File: src/rtl/game_sprite_display_anim_pkg.sv
// ---------------------------------------------------------------------------
// game_sprite_display_anim_pkg
// Shared display configuration for the sprite renderers: colour widths,
// screen geometry and beam coordinate widths, plus a small helper that
// sizes index registers so they never collapse to zero bits.
// ---------------------------------------------------------------------------
package game_sprite_display_anim_pkg;

    localparam int RGB_WIDTH     = 3;
    localparam int ERGB_WIDTH    = 1 + RGB_WIDTH;
    localparam int SCREEN_WIDTH  = 640;
    localparam int SCREEN_HEIGHT = 480;
    localparam int X_WIDTH       = 10;
    localparam int Y_WIDTH       = 10;

    // Width of a counter holding values 0..n-1, at least one bit.
    function automatic int minWidth(input int n);
        return (n > 1) ? $clog2(n) : 1;
    endfunction

endpackage

File: src/rtl/game_sprite_anim_counter.sv
// ---------------------------------------------------------------------------
// game_sprite_anim_counter
// Animation timebase: counts screen frames while animation is enabled and
// steps the frame index once every FRAME_PERIOD of them, wrapping at
// N_FRAMES (which need not be a power of two).
//   clk, reset        clock, asynchronous active-high reset
//   i_frame_start     one-cycle strobe at the start of each screen frame
//   i_anim_en         allow the period counter to advance
//   i_anim_restart    return to frame 0 with a fresh period, any cycle
//   o_frame_index     current animation frame
// ---------------------------------------------------------------------------
module game_sprite_anim_counter
    import game_sprite_display_anim_pkg::*;
#(
    parameter int N_FRAMES     = 4,
    parameter int FRAME_PERIOD = 8,
    localparam int FIW         = minWidth(N_FRAMES)
) (
    input  logic           clk,
    input  logic           reset,
    input  logic           i_frame_start,
    input  logic           i_anim_en,
    input  logic           i_anim_restart,
    output logic [FIW-1:0] o_frame_index
);

    localparam int             PW     = minWidth(FRAME_PERIOD);
    localparam logic [PW-1:0]  P_LAST = PW'(FRAME_PERIOD - 1);
    localparam logic [FIW-1:0] F_LAST = FIW'(N_FRAMES - 1);

    logic [PW-1:0]  r_period;
    logic [FIW-1:0] r_frame;

    // Restart wins over a simultaneous advance; the frame index wraps
    // explicitly so non-power-of-two frame counts never reach unused codes.
    always_ff @(posedge clk or posedge reset) begin
        if (reset) begin
            r_period <= '0;
            r_frame  <= '0;
        end else if (i_anim_restart) begin
            r_period <= '0;
            r_frame  <= '0;
        end else if (i_frame_start && i_anim_en) begin
            if (r_period == P_LAST) begin
                r_period <= '0;
                r_frame  <= (r_frame == F_LAST) ? '0 : r_frame + 1'b1;
            end else begin
                r_period <= r_period + 1'b1;
            end
        end
    end

    assign o_frame_index = r_frame;

endmodule

File: src/rtl/game_sprite_display_anim.sv
// ---------------------------------------------------------------------------
// game_sprite_display_anim
// Animated sprite renderer. Position and mirroring are latched once per
// screen frame so a sprite never tears mid-screen; the pixel path is a
// two-stage pipeline (hit/address, then bitmap lookup).
//   clk, reset                      clock, asynchronous active-high reset
//   i_pixel_x, i_pixel_y            current beam position
//   i_frame_start                   start-of-frame strobe
//   i_sprite_x, i_sprite_y          requested top-left corner
//   i_mirror_x                      draw horizontally flipped
//   i_anim_en, i_anim_restart       animation control
//   o_sprite_within_screen          whole sprite lies on screen
//   o_sprite_out_left/right/top/bottom  latched sprite bounds
//   o_frame_index                   current animation frame
//   o_rgb_en, o_rgb                 opaque pixel hit and its colour (t+2)
// ---------------------------------------------------------------------------
module game_sprite_display_anim
    import game_sprite_display_anim_pkg::*;
#(
    parameter int SPRITE_WIDTH  = 8,
    parameter int SPRITE_HEIGHT = 8,
    parameter int N_FRAMES      = 4,
    parameter int FRAME_PERIOD  = 8,
    parameter logic [N_FRAMES*SPRITE_HEIGHT*SPRITE_WIDTH*ERGB_WIDTH-1:0] BITMAP = '0,
    localparam int FIW          = minWidth(N_FRAMES)
) (
    input  logic                 clk,
    input  logic                 reset,
    input  logic [X_WIDTH-1:0]   i_pixel_x,
    input  logic [Y_WIDTH-1:0]   i_pixel_y,
    input  logic                 i_frame_start,
    input  logic [X_WIDTH-1:0]   i_sprite_x,
    input  logic [Y_WIDTH-1:0]   i_sprite_y,
    input  logic                 i_mirror_x,
    input  logic                 i_anim_en,
    input  logic                 i_anim_restart,
    output logic                 o_sprite_within_screen,
    output logic [X_WIDTH-1:0]   o_sprite_out_left,
    output logic [X_WIDTH-1:0]   o_sprite_out_right,
    output logic [Y_WIDTH-1:0]   o_sprite_out_top,
    output logic [Y_WIDTH-1:0]   o_sprite_out_bottom,
    output logic [FIW-1:0]       o_frame_index,
    output logic                 o_rgb_en,
    output logic [RGB_WIDTH-1:0] o_rgb
);

    localparam int CW     = $clog2(SPRITE_WIDTH);
    localparam int RW     = $clog2(SPRITE_HEIGHT);
    localparam int TOTAL  = N_FRAMES * SPRITE_HEIGHT * SPRITE_WIDTH;
    localparam int IDX_W  = FIW + RW + CW;
    localparam int OFF_W  = $clog2(TOTAL * ERGB_WIDTH);
    localparam int XE     = X_WIDTH + 1;
    localparam int YE     = Y_WIDTH + 1;

    localparam logic [XE-1:0]    X_SPAN    = XE'(SPRITE_WIDTH - 1);
    localparam logic [YE-1:0]    Y_SPAN    = YE'(SPRITE_HEIGHT - 1);
    localparam logic [XE-1:0]    X_LIMIT   = XE'(SCREEN_WIDTH - 1);
    localparam logic [YE-1:0]    Y_LIMIT   = YE'(SCREEN_HEIGHT - 1);
    localparam logic [CW-1:0]    COL_LAST  = CW'(SPRITE_WIDTH - 1);
    localparam logic [IDX_W-1:0] IDX_LAST  = IDX_W'(TOTAL - 1);

    logic [X_WIDTH-1:0]   r_posX;
    logic [Y_WIDTH-1:0]   r_posY;
    logic                 r_mirror;
    logic [FIW-1:0]       w_frameIndex;

    logic [XE-1:0]        w_dx, w_dxEnd, w_rightExt;
    logic [YE-1:0]        w_dy, w_dyEnd, w_bottomExt;
    logic                 w_hit;
    logic [CW-1:0]        w_col;

    logic                 r_s1Hit;
    logic [FIW-1:0]       r_s1Frame;
    logic [RW-1:0]        r_s1Row;
    logic [CW-1:0]        r_s1Col;

    logic [IDX_W-1:0]     w_revIdx;
    logic [OFF_W-1:0]     w_bitOff;
    logic [ERGB_WIDTH-1:0] w_ergb;
    logic                 w_opaque;

    logic                 r_rgbEn;
    logic [RGB_WIDTH-1:0] r_rgb;
    logic                 r_within;
    logic [X_WIDTH-1:0]   r_left, r_right;
    logic [Y_WIDTH-1:0]   r_top, r_bottom;
    logic                 w_unused;

    // Shadow copies of the game-logic inputs, refreshed only at frame start.
    always_ff @(posedge clk or posedge reset) begin
        if (reset) begin
            r_posX   <= '0;
            r_posY   <= '0;
            r_mirror <= 1'b0;
        end else if (i_frame_start) begin
            r_posX   <= i_sprite_x;
            r_posY   <= i_sprite_y;
            r_mirror <= i_mirror_x;
        end
    end

    game_sprite_anim_counter #(
        .N_FRAMES     (N_FRAMES),
        .FRAME_PERIOD (FRAME_PERIOD)
    ) u_animCounter (
        .clk            (clk),
        .reset          (reset),
        .i_frame_start  (i_frame_start),
        .i_anim_en      (i_anim_en),
        .i_anim_restart (i_anim_restart),
        .o_frame_index  (w_frameIndex)
    );

    // One extra bit on every subtraction acts as the borrow: a pixel is
    // inside when neither "pixel - left" nor "right - pixel" goes negative.
    assign w_dx        = {1'b0, i_pixel_x} - {1'b0, r_posX};
    assign w_dxEnd     = {1'b0, r_posX} + X_SPAN - {1'b0, i_pixel_x};
    assign w_dy        = {1'b0, i_pixel_y} - {1'b0, r_posY};
    assign w_dyEnd     = {1'b0, r_posY} + Y_SPAN - {1'b0, i_pixel_y};
    assign w_hit       = ~w_dx[X_WIDTH] & ~w_dxEnd[X_WIDTH] &
                         ~w_dy[Y_WIDTH] & ~w_dyEnd[Y_WIDTH];
    assign w_col       = r_mirror ? (COL_LAST - w_dx[CW-1:0]) : w_dx[CW-1:0];

    // Stage 1 captures everything the lookup needs, so a frame start that
    // lands behind a pixel cannot alter how that pixel is drawn.
    always_ff @(posedge clk or posedge reset) begin
        if (reset) begin
            r_s1Hit   <= 1'b0;
            r_s1Frame <= '0;
            r_s1Row   <= '0;
            r_s1Col   <= '0;
        end else begin
            r_s1Hit   <= w_hit;
            r_s1Frame <= w_frameIndex;
            r_s1Row   <= w_dy[RW-1:0];
            r_s1Col   <= w_col;
        end
    end

    // Power-of-two dimensions make the linear pixel index a concatenation;
    // frame 0 row 0 col 0 lives at the top of BITMAP, hence the reversal.
    assign w_revIdx = IDX_LAST - {r_s1Frame, r_s1Row, r_s1Col};
    assign w_bitOff = OFF_W'(w_revIdx) * OFF_W'(ERGB_WIDTH);
    assign w_ergb   = BITMAP[w_bitOff +: ERGB_WIDTH];
    assign w_opaque = r_s1Hit & w_ergb[ERGB_WIDTH-1];

    // Stage 2: colour only moves on an opaque hit; otherwise it is stale.
    always_ff @(posedge clk or posedge reset) begin
        if (reset) begin
            r_rgbEn <= 1'b0;
            r_rgb   <= '0;
        end else begin
            r_rgbEn <= w_opaque;
            if (w_opaque) begin
                r_rgb <= w_ergb[RGB_WIDTH-1:0];
            end
        end
    end

    // Bounds for the collision logic, registered from the shadow position.
    assign w_rightExt  = {1'b0, r_posX} + X_SPAN;
    assign w_bottomExt = {1'b0, r_posY} + Y_SPAN;

    always_ff @(posedge clk or posedge reset) begin
        if (reset) begin
            r_within <= 1'b0;
            r_left   <= '0;
            r_right  <= '0;
            r_top    <= '0;
            r_bottom <= '0;
        end else begin
            r_within <= (w_rightExt <= X_LIMIT) && (w_bottomExt <= Y_LIMIT);
            r_left   <= r_posX;
            r_right  <= w_rightExt[X_WIDTH-1:0];
            r_top    <= r_posY;
            r_bottom <= w_bottomExt[Y_WIDTH-1:0];
        end
    end

    // Middle bits of the offsets only matter through the borrow bits.
    assign w_unused = ^{w_dx, w_dy, w_dxEnd, w_dyEnd};

    assign o_sprite_within_screen = r_within;
    assign o_sprite_out_left      = r_left;
    assign o_sprite_out_right     = r_right;
    assign o_sprite_out_top       = r_top;
    assign o_sprite_out_bottom    = r_bottom;
    assign o_frame_index          = w_frameIndex;
    assign o_rgb_en               = r_rgbEn;
    assign o_rgb                  = r_rgb;

endmodule
File: config.mk
export PLATFORM = sky130hd
export DESIGN_NAME = game_sprite_display_anim
export DESIGN_NICKNAME = d
export VERILOG_FILES = /design/src/rtl/game_sprite_display_anim_pkg.sv /design/src/rtl/game_sprite_anim_counter.sv /design/src/rtl/game_sprite_display_anim.sv
export SDC_FILE = /design/constraint.sdc
export NUM_CORES = 1
export LEC_CHECK = 0
export BUFFER_PORTS_ARGS = -buffer_cell sky130_fd_sc_hd__buf_2
export CORE_ASPECT_RATIO = 1.1
export CORE_MARGIN = 8
export CORE_UTILIZATION = 53
export DETAILED_ROUTE_END_ITERATION = 10
export PLACE_DENSITY_LB_ADDON = 0.3
export SLEW_MARGIN = 20
export SYNTH_ARGS = -nofsm -noshare
export SYNTH_HDL_FRONTEND = slang
export SYNTH_SLANG_ARGS = --single-unit
File: constraint.sdc
create_clock -name clk -period 3.7 [get_ports clk]
set_clock_uncertainty 0.2 [all_clocks]
set_input_delay 0.185 -clock clk [delete_from_list [all_inputs] [get_ports clk]]
set_output_delay 0.185 -clock clk [all_outputs]
set_load 0.05 [all_outputs]
# Word level (Yosys, flattened, before mapping)
# Index checks and enable logic that the tools add are counted.
dict set report word_totals {
  ff_bits 80
  inputBits 46
  output_inout_bits 47
  word_cells 52
}
dict set report op_classes {
  add_sub_neg 10
  magnitude_cmp 2
  n_eq_ne 2
  shifts 1
  n_mux 8
  bitwise_logic 8
  reduce_logical 5
}
# op n
set op_table {}
lappend op_table {{1024-bit by 11-bit indexed part select with 4-bit output (first input constant)} 1}
lappend op_table {{10-bit by 3-bit adder with 11-bit output (second input constant)} 2}
lappend op_table {{10-bit by 10-bit subtractor with 11-bit output} 2}
lappend op_table {{11-bit by 10-bit subtractor with 11-bit output} 2}
lappend op_table {{3-bit two-way mux} 4}
lappend op_table {{11-bit by 10-bit less-or-equal comparator with 1-bit output (second input constant)} 1}
lappend op_table {{11-bit by 9-bit less-or-equal comparator with 1-bit output (second input constant)} 1}
lappend op_table {{2-bit two-way mux} 4}
lappend op_table {{8-bit subtractor (first input constant)} 1}
lappend op_table {{1-bit AND} 4}
lappend op_table {{1-bit NOT} 4}
lappend op_table {{2-bit nonzero test} 2}
lappend op_table {{3-bit by 1-bit adder with 3-bit output (second input constant)} 1}
lappend op_table {{3-bit equality test (second input constant)} 1}
lappend op_table {{3-bit subtractor (first input constant)} 1}
lappend op_table {{2-bit by 1-bit adder with 2-bit output (second input constant)} 1}
lappend op_table {{2-bit equality test (second input constant)} 1}
lappend op_table {{1-bit logical AND} 2}
lappend op_table {{2-bit AND reduction} 1}

# Longest topological paths before layout
dict set report depth {
  ltp_word 6
  depth_mapped 7
  depth_no_buf 7
}

# Cells and area by module
# A second synthesis with hierarchy kept.
dict set report unflattened {
  hier_cells 191
  hier_area_um2 2582.5
}
# module instances cells_per_inst area_per_inst_um2 seq_area_each_um2
set modules_own_cells {}
lappend modules_own_cells {game_sprite_display_anim 1 164 2263.4 1526.5}
lappend modules_own_cells {game_sprite_anim_counter 1 27 319.1 125.1}

# Worst setup path after synthesis
# Ideal clock, no wire load.
dict set report synth_path {
  path_kind {register -> register}
  start {register r_posX[0]}
  end {register r_within (netlist: o_sprite_within_screen)}
  setup_time_ps 135
  arrival_time_ps 1482
  required_ps 3365
  path_slack_ps 1883
  stages_incl_launch_ff 8
  path_buffers 0
  synth_period_minus_slack_ps 1817
  cell_sequence {dfrtp_1 inv_1 ha_1 nand4bb_1 nor4_2 o21ai_0 a31oi_1 a221oi_2}
}
dict set report synth_between {
  elab_chain_cells 3
}
# item line_no
set synth_lines {}
lappend synth_lines {{start, declared} game_sprite_display_anim.sv:62} ;# logic [X_WIDTH-1:0] r_posX;
lappend synth_lines {{start signal, assigned} game_sprite_display_anim.sv:96} ;# r_posX <= i_sprite_x;
lappend synth_lines {{10-bit by 3-bit adder with 11-bit output} game_sprite_display_anim.sv:161} ;# assign w_rightExt = {1'b0, r_posX} + X_SPAN;
lappend synth_lines {{named net w_rightExt[0]} game_sprite_display_anim.sv:67} ;# logic [XE-1:0] w_dx, w_dxEnd, w_rightExt;
lappend synth_lines {{11-bit by 10-bit less-or-equal comparator with 1-bit output} game_sprite_display_anim.sv:172} ;# r_within <= (w_rightExt <= X_LIMIT) && (w_bottomExt <= Y_LIMIT);
lappend synth_lines {{1-bit logical AND} game_sprite_display_anim.sv:172}
lappend synth_lines {{end signal, assigned} game_sprite_display_anim.sv:172}
lappend synth_lines {{end, declared} game_sprite_display_anim.sv:84} ;# logic r_within;
# The timed path passes the listed nets, and every way through them passes these cells.
# A chain may end at the register's enable or synchronous reset.

# Final worst setup path
# Same ends and word-level chain as after synthesis.

==> metrics.csv <==
stage,metric,value,unit
final_layout,share of post-route cells with drive strength above 1,36.05,%
setup_path,CP Class,reg2reg,
logic_synthesis,ys async rst share,100.0,%
die,# IOs,93,
timing,RSZ-0062 raised after global routing,false,
logic_synthesis,sequential area share after synthesis,63.92,%
final_layout,FF+latch area,1652,um2
final_layout,Fillers,343,
logic_synthesis,"EDFF count, synth",0,
setup_path,Crit-path slowest cell,dfrtp_1,
routing,Vias/cell,4.989,
logic_synthesis,simple-gate share of the synthesized area,12.45,%
die,Die Span Y,89.23,um
logic_synthesis,most common cell in the netlist,dfrtp_1,
routing,DR DRC count,0,
placed_design,IO buf count,67,
setup_path,max incr delay on CP,420,ps
hold_path,hold path endpoint,u_animCounter.r_period[0],
logic_synthesis,mux contribution to synthesized area,7.312,%
clock_network,post-CTS sizing,0,
final_layout,fin util,71.55,%
placed_design,DP Wirelength,3613,um
setup_path,CP Data Required Time,3710,ps
power_and_ir_drop,pwr dens,555.6,nW/um2
timing,setup TNS,0,ps
clock_network,Clock Tree Buf Depth,2,
placed_design,Final GP Congestion,0.7470,
timing,Max Clk Rate,495.1,MHz
routing,drt total wl,5251,um
die,initial core utilization,55.15,%
setup_path,Max Fanout on Critical Path,4,
logic_synthesis,Synth Flop Type,dfrtp_1,
clock_network,"Reg clk slew, reported paths",70,ps
hold_path,Hold Crit Depth,4,
timing,final slew viol count,0,
setup_path,FF-to-FF Start,r_posX[0],
clock_network,H-tree Lvls,3,
clock_network,Num CTS Buffers,9,
die,Chip Width,82.57,um
timing,relative slew slack,43.08,%
setup_path,flop2flop setup slack,1680,ps
setup_path,"CP delay by family, top",compound AO/OA/AOI/OAI gates,
logic_synthesis,synth unique cells,39,
logic_synthesis,syn_area_per_cell,13.39,um2
power_and_ir_drop,leakage,1.617,nW
timing,Final Hold Violating Endpoints,0,
final_layout,Area growth syn-to-layout,29.73,%
routing,drt first pass iters,5,
setup_path,CP bufs+invs,1,
setup_path,Worst R2R Path Depth,7,
hold_path,Hold/Removal Path Class,in2reg,
die,Cell Rows,26,
logic_synthesis,XOR/XNOR Fraction of Synth Area,5.085,%
global_routing,gr ovfl total,0,
global_routing,GR Util All Layers,15.67,%
global_routing,vias in the first global route,1862,
die,die area,7368,um2
routing,ANT nets after route,0,
clock_network,cts-stage hold buffer count,23,
setup_path,RR Endpoint,o_sprite_within_screen,
final_layout,area of the multi-input gates,848.3,um2
logic_synthesis,Synth top area share,63.92,%
global_routing,antenna violations before repair,0,
routing,vias post-DR,1746,
logic_synthesis,largest family of logic cells by synthesized area,simple AND/OR/NAND/NOR gates,
run,maxcap violations,0,
timing,Setup Viol. Count Final,0,
logic_synthesis,Synth Register Bits,66,
final_layout,Final #Nets,340,
setup_path,"Critical Path, Cell by Cell",inv_1 > ha_1 > nand4bb_1 > nor4_2 > o21ai_0 > a31oi_1 > a221oi_2,
power_and_ir_drop,worst vdd ir,0.4695,mV
routing,WL per Instance,15.00,um
hold_path,Hold Crit Start,i_anim_en,
clock_network,Post-CTS Setup Inserts,0,
timing,final clock period utilization by the worst path,54.59,%
setup_path,CP arrival,2030,ps
routing,initial DRC count,73,
logic_synthesis,Post-synth top cells,"dfrtp_1, mux2_2, nand2_1",
clock_network,clk sinks,66,
die,Core Box Area,4684,um2
timing,worst-margin pin slew,852.6,ps
logic_synthesis,Syn Inst Count,193,
setup_path,CP endpoint kind,flip-flop,
clock_network,Clock Tree Root,clkbuf_8,
logic_synthesis,"area leader, netlist",dfrtp_1,
logic_synthesis,Synth Area in Compound Gates,4.988,%
global_routing,largest net degree at the start of global routing,45,
clock_network,TritonCTS clock tree,yes,
clock_network,"Clk Latency, worst-skew pair",340,ps
logic_synthesis,number of synthesis warnings,0,
logic_synthesis,Post-Synth Adder-Cell Area,2.421,%
final_layout,diodes inserted,0,
logic_synthesis,synthesized area,2584,um2
run_status,status,finished clean,
setup_path,CP startpoint kind,flip-flop,
logic_synthesis,Area contributors post-synth,"dfrtp_1, mux2_2, xor2_1",
global_routing,global-route wire length before repair,8694,um
timing,Final min period,2020,ps
==> metal layers <==
| layer | vias up | share of wire (%) | GRT usage [%] |
|---|---|---|---|
| li1 | 848 | - | - |
| met1 | 837 | 38 | 17.44 |
| met2 | 51 | 53 | 26.66 |
| met3 | 10 | 7.6 | 4.427 |
| met4 | 0 | 1.5 | 7.849 |
| met5 | - | 0 | 0 |
==> worst reg2reg max path: stages, from the launching register on <==
cell       delay [ps]
dfrtp_1           420
inv_1             100
ha_1              310
nand4bb_1         200
nor4_2            210
o21ai_0           130
a31oi_1           230
a221oi_2           80
==> power by group <==
part / total, mW / leakage (nW) / internal (mW) / switching (mW)
clock network: 0.561 / 0.0914 / 0.310 / 0.251
logic: 0.446 / 0.740 / 0.122 / 0.324
registers: 0.856 / 0.786 / 0.801 / 0.0548
total: 1.86 / 1.62 / 1.23 / 0.629
==> metrics by stage <==
| stage | power (mW) | area (um2) | setup slack (ps) | cells | hold WS [ps] |
|---|---|---|---|---|---|
| 2_1_floorplan | 1.197 | 2595 | 1660 | 196 | 48.14 |
| 3_3_place_gp | 1.292 | 2943 | 1699 | 311 | 192.4 |
| 3_5_place_dp | 1.300 | 2943 | 1679 | 311 | 205.0 |
| 4_1_cts | 1.877 | 3352 | 1646 | 350 | 89.18 |
| 5_1_grt | 1.945 | 3352 | 1493 | 350 | 130.8 |
| 6_report | 1.862 | 3352 | 1680 | 350 | 93.80 |
==> logic make-up after synthesis <==
family          count (synthesis)
fa+ha+maj                       5
other cells                     1
simple gates                   51
compound gates                 21
flops                          66
mux                            17
xor+xnor                       15
buf+inv                        17
==> how the worst max path moves through the flow <==
stage	startpoint	end	slack, ps	depth (start not counted)
after floorplan	reset	o_sprite_out_bottom[0]	1660	1
after global placement	r_posX[0]	o_sprite_within_screen	1700	7
after detailed placement	r_posX[0]	o_sprite_within_screen	1680	7
after CTS	r_posY[0]	o_sprite_within_screen	1650	7
after global routing	r_posY[0]	o_sprite_within_screen	1490	7
final	r_posX[0]	o_sprite_within_screen	1680	7
==> cells in the final DEF, fill, tap and decap left out, types with 4 or more instances in the layout <==
| cell type | Yosys | layout |
|---|---|---|
| ha_1 | 5 | 5 |
| clkbuf_1 | 1 | 4 |
| nor3b_1 | 4 | 4 |
| nand2_1 | 15 | 15 |
| nor2_1 | 9 | 9 |
| xor2_1 | 9 | 9 |
| xnor2_1 | 6 | 6 |
| nor3_1 | 4 | 4 |
| nand3_1 | 4 | 4 |
| clkbuf_8 | 1 | 9 |
| o21ai_0 | 7 | 7 |
| mux2_2 | 15 | 15 |
| conb_1 | 1 | 4 |
| inv_1 | 8 | 7 |
| a21oi_1 | 6 | 6 |
| dlygate4sd3_1 | 0 | 23 |
| dfrtp_1 | 66 | 66 |
| buf_2 | 2 | 67 |
==> sequential cells by signal (all words and copies together) (netlist names) <==
| register | cells |
|---|---|
| r_posX | 10 |
| o_sprite_within_screen | 1 |
| r_posY | 10 |
| o_sprite_out_top | 10 |
| u_animCounter.r_period | 3 |
| o_sprite_out_left | 10 |
| u_animCounter.o_frame_index | 2 |
| o_sprite_out_right | 10 |
| o_sprite_out_bottom | 10 |
==> cell type report <==
cell class	instances	share of cell area [%]
inverter	8	0.8959
timing repair buffer	91	17.10
multi-input combinational	113	25.31
clock buffer	13	4.143
clock inverter	3	1.194
tap	56	2.090
sequential	66	49.27
Power figures use the tool's default switching activity.
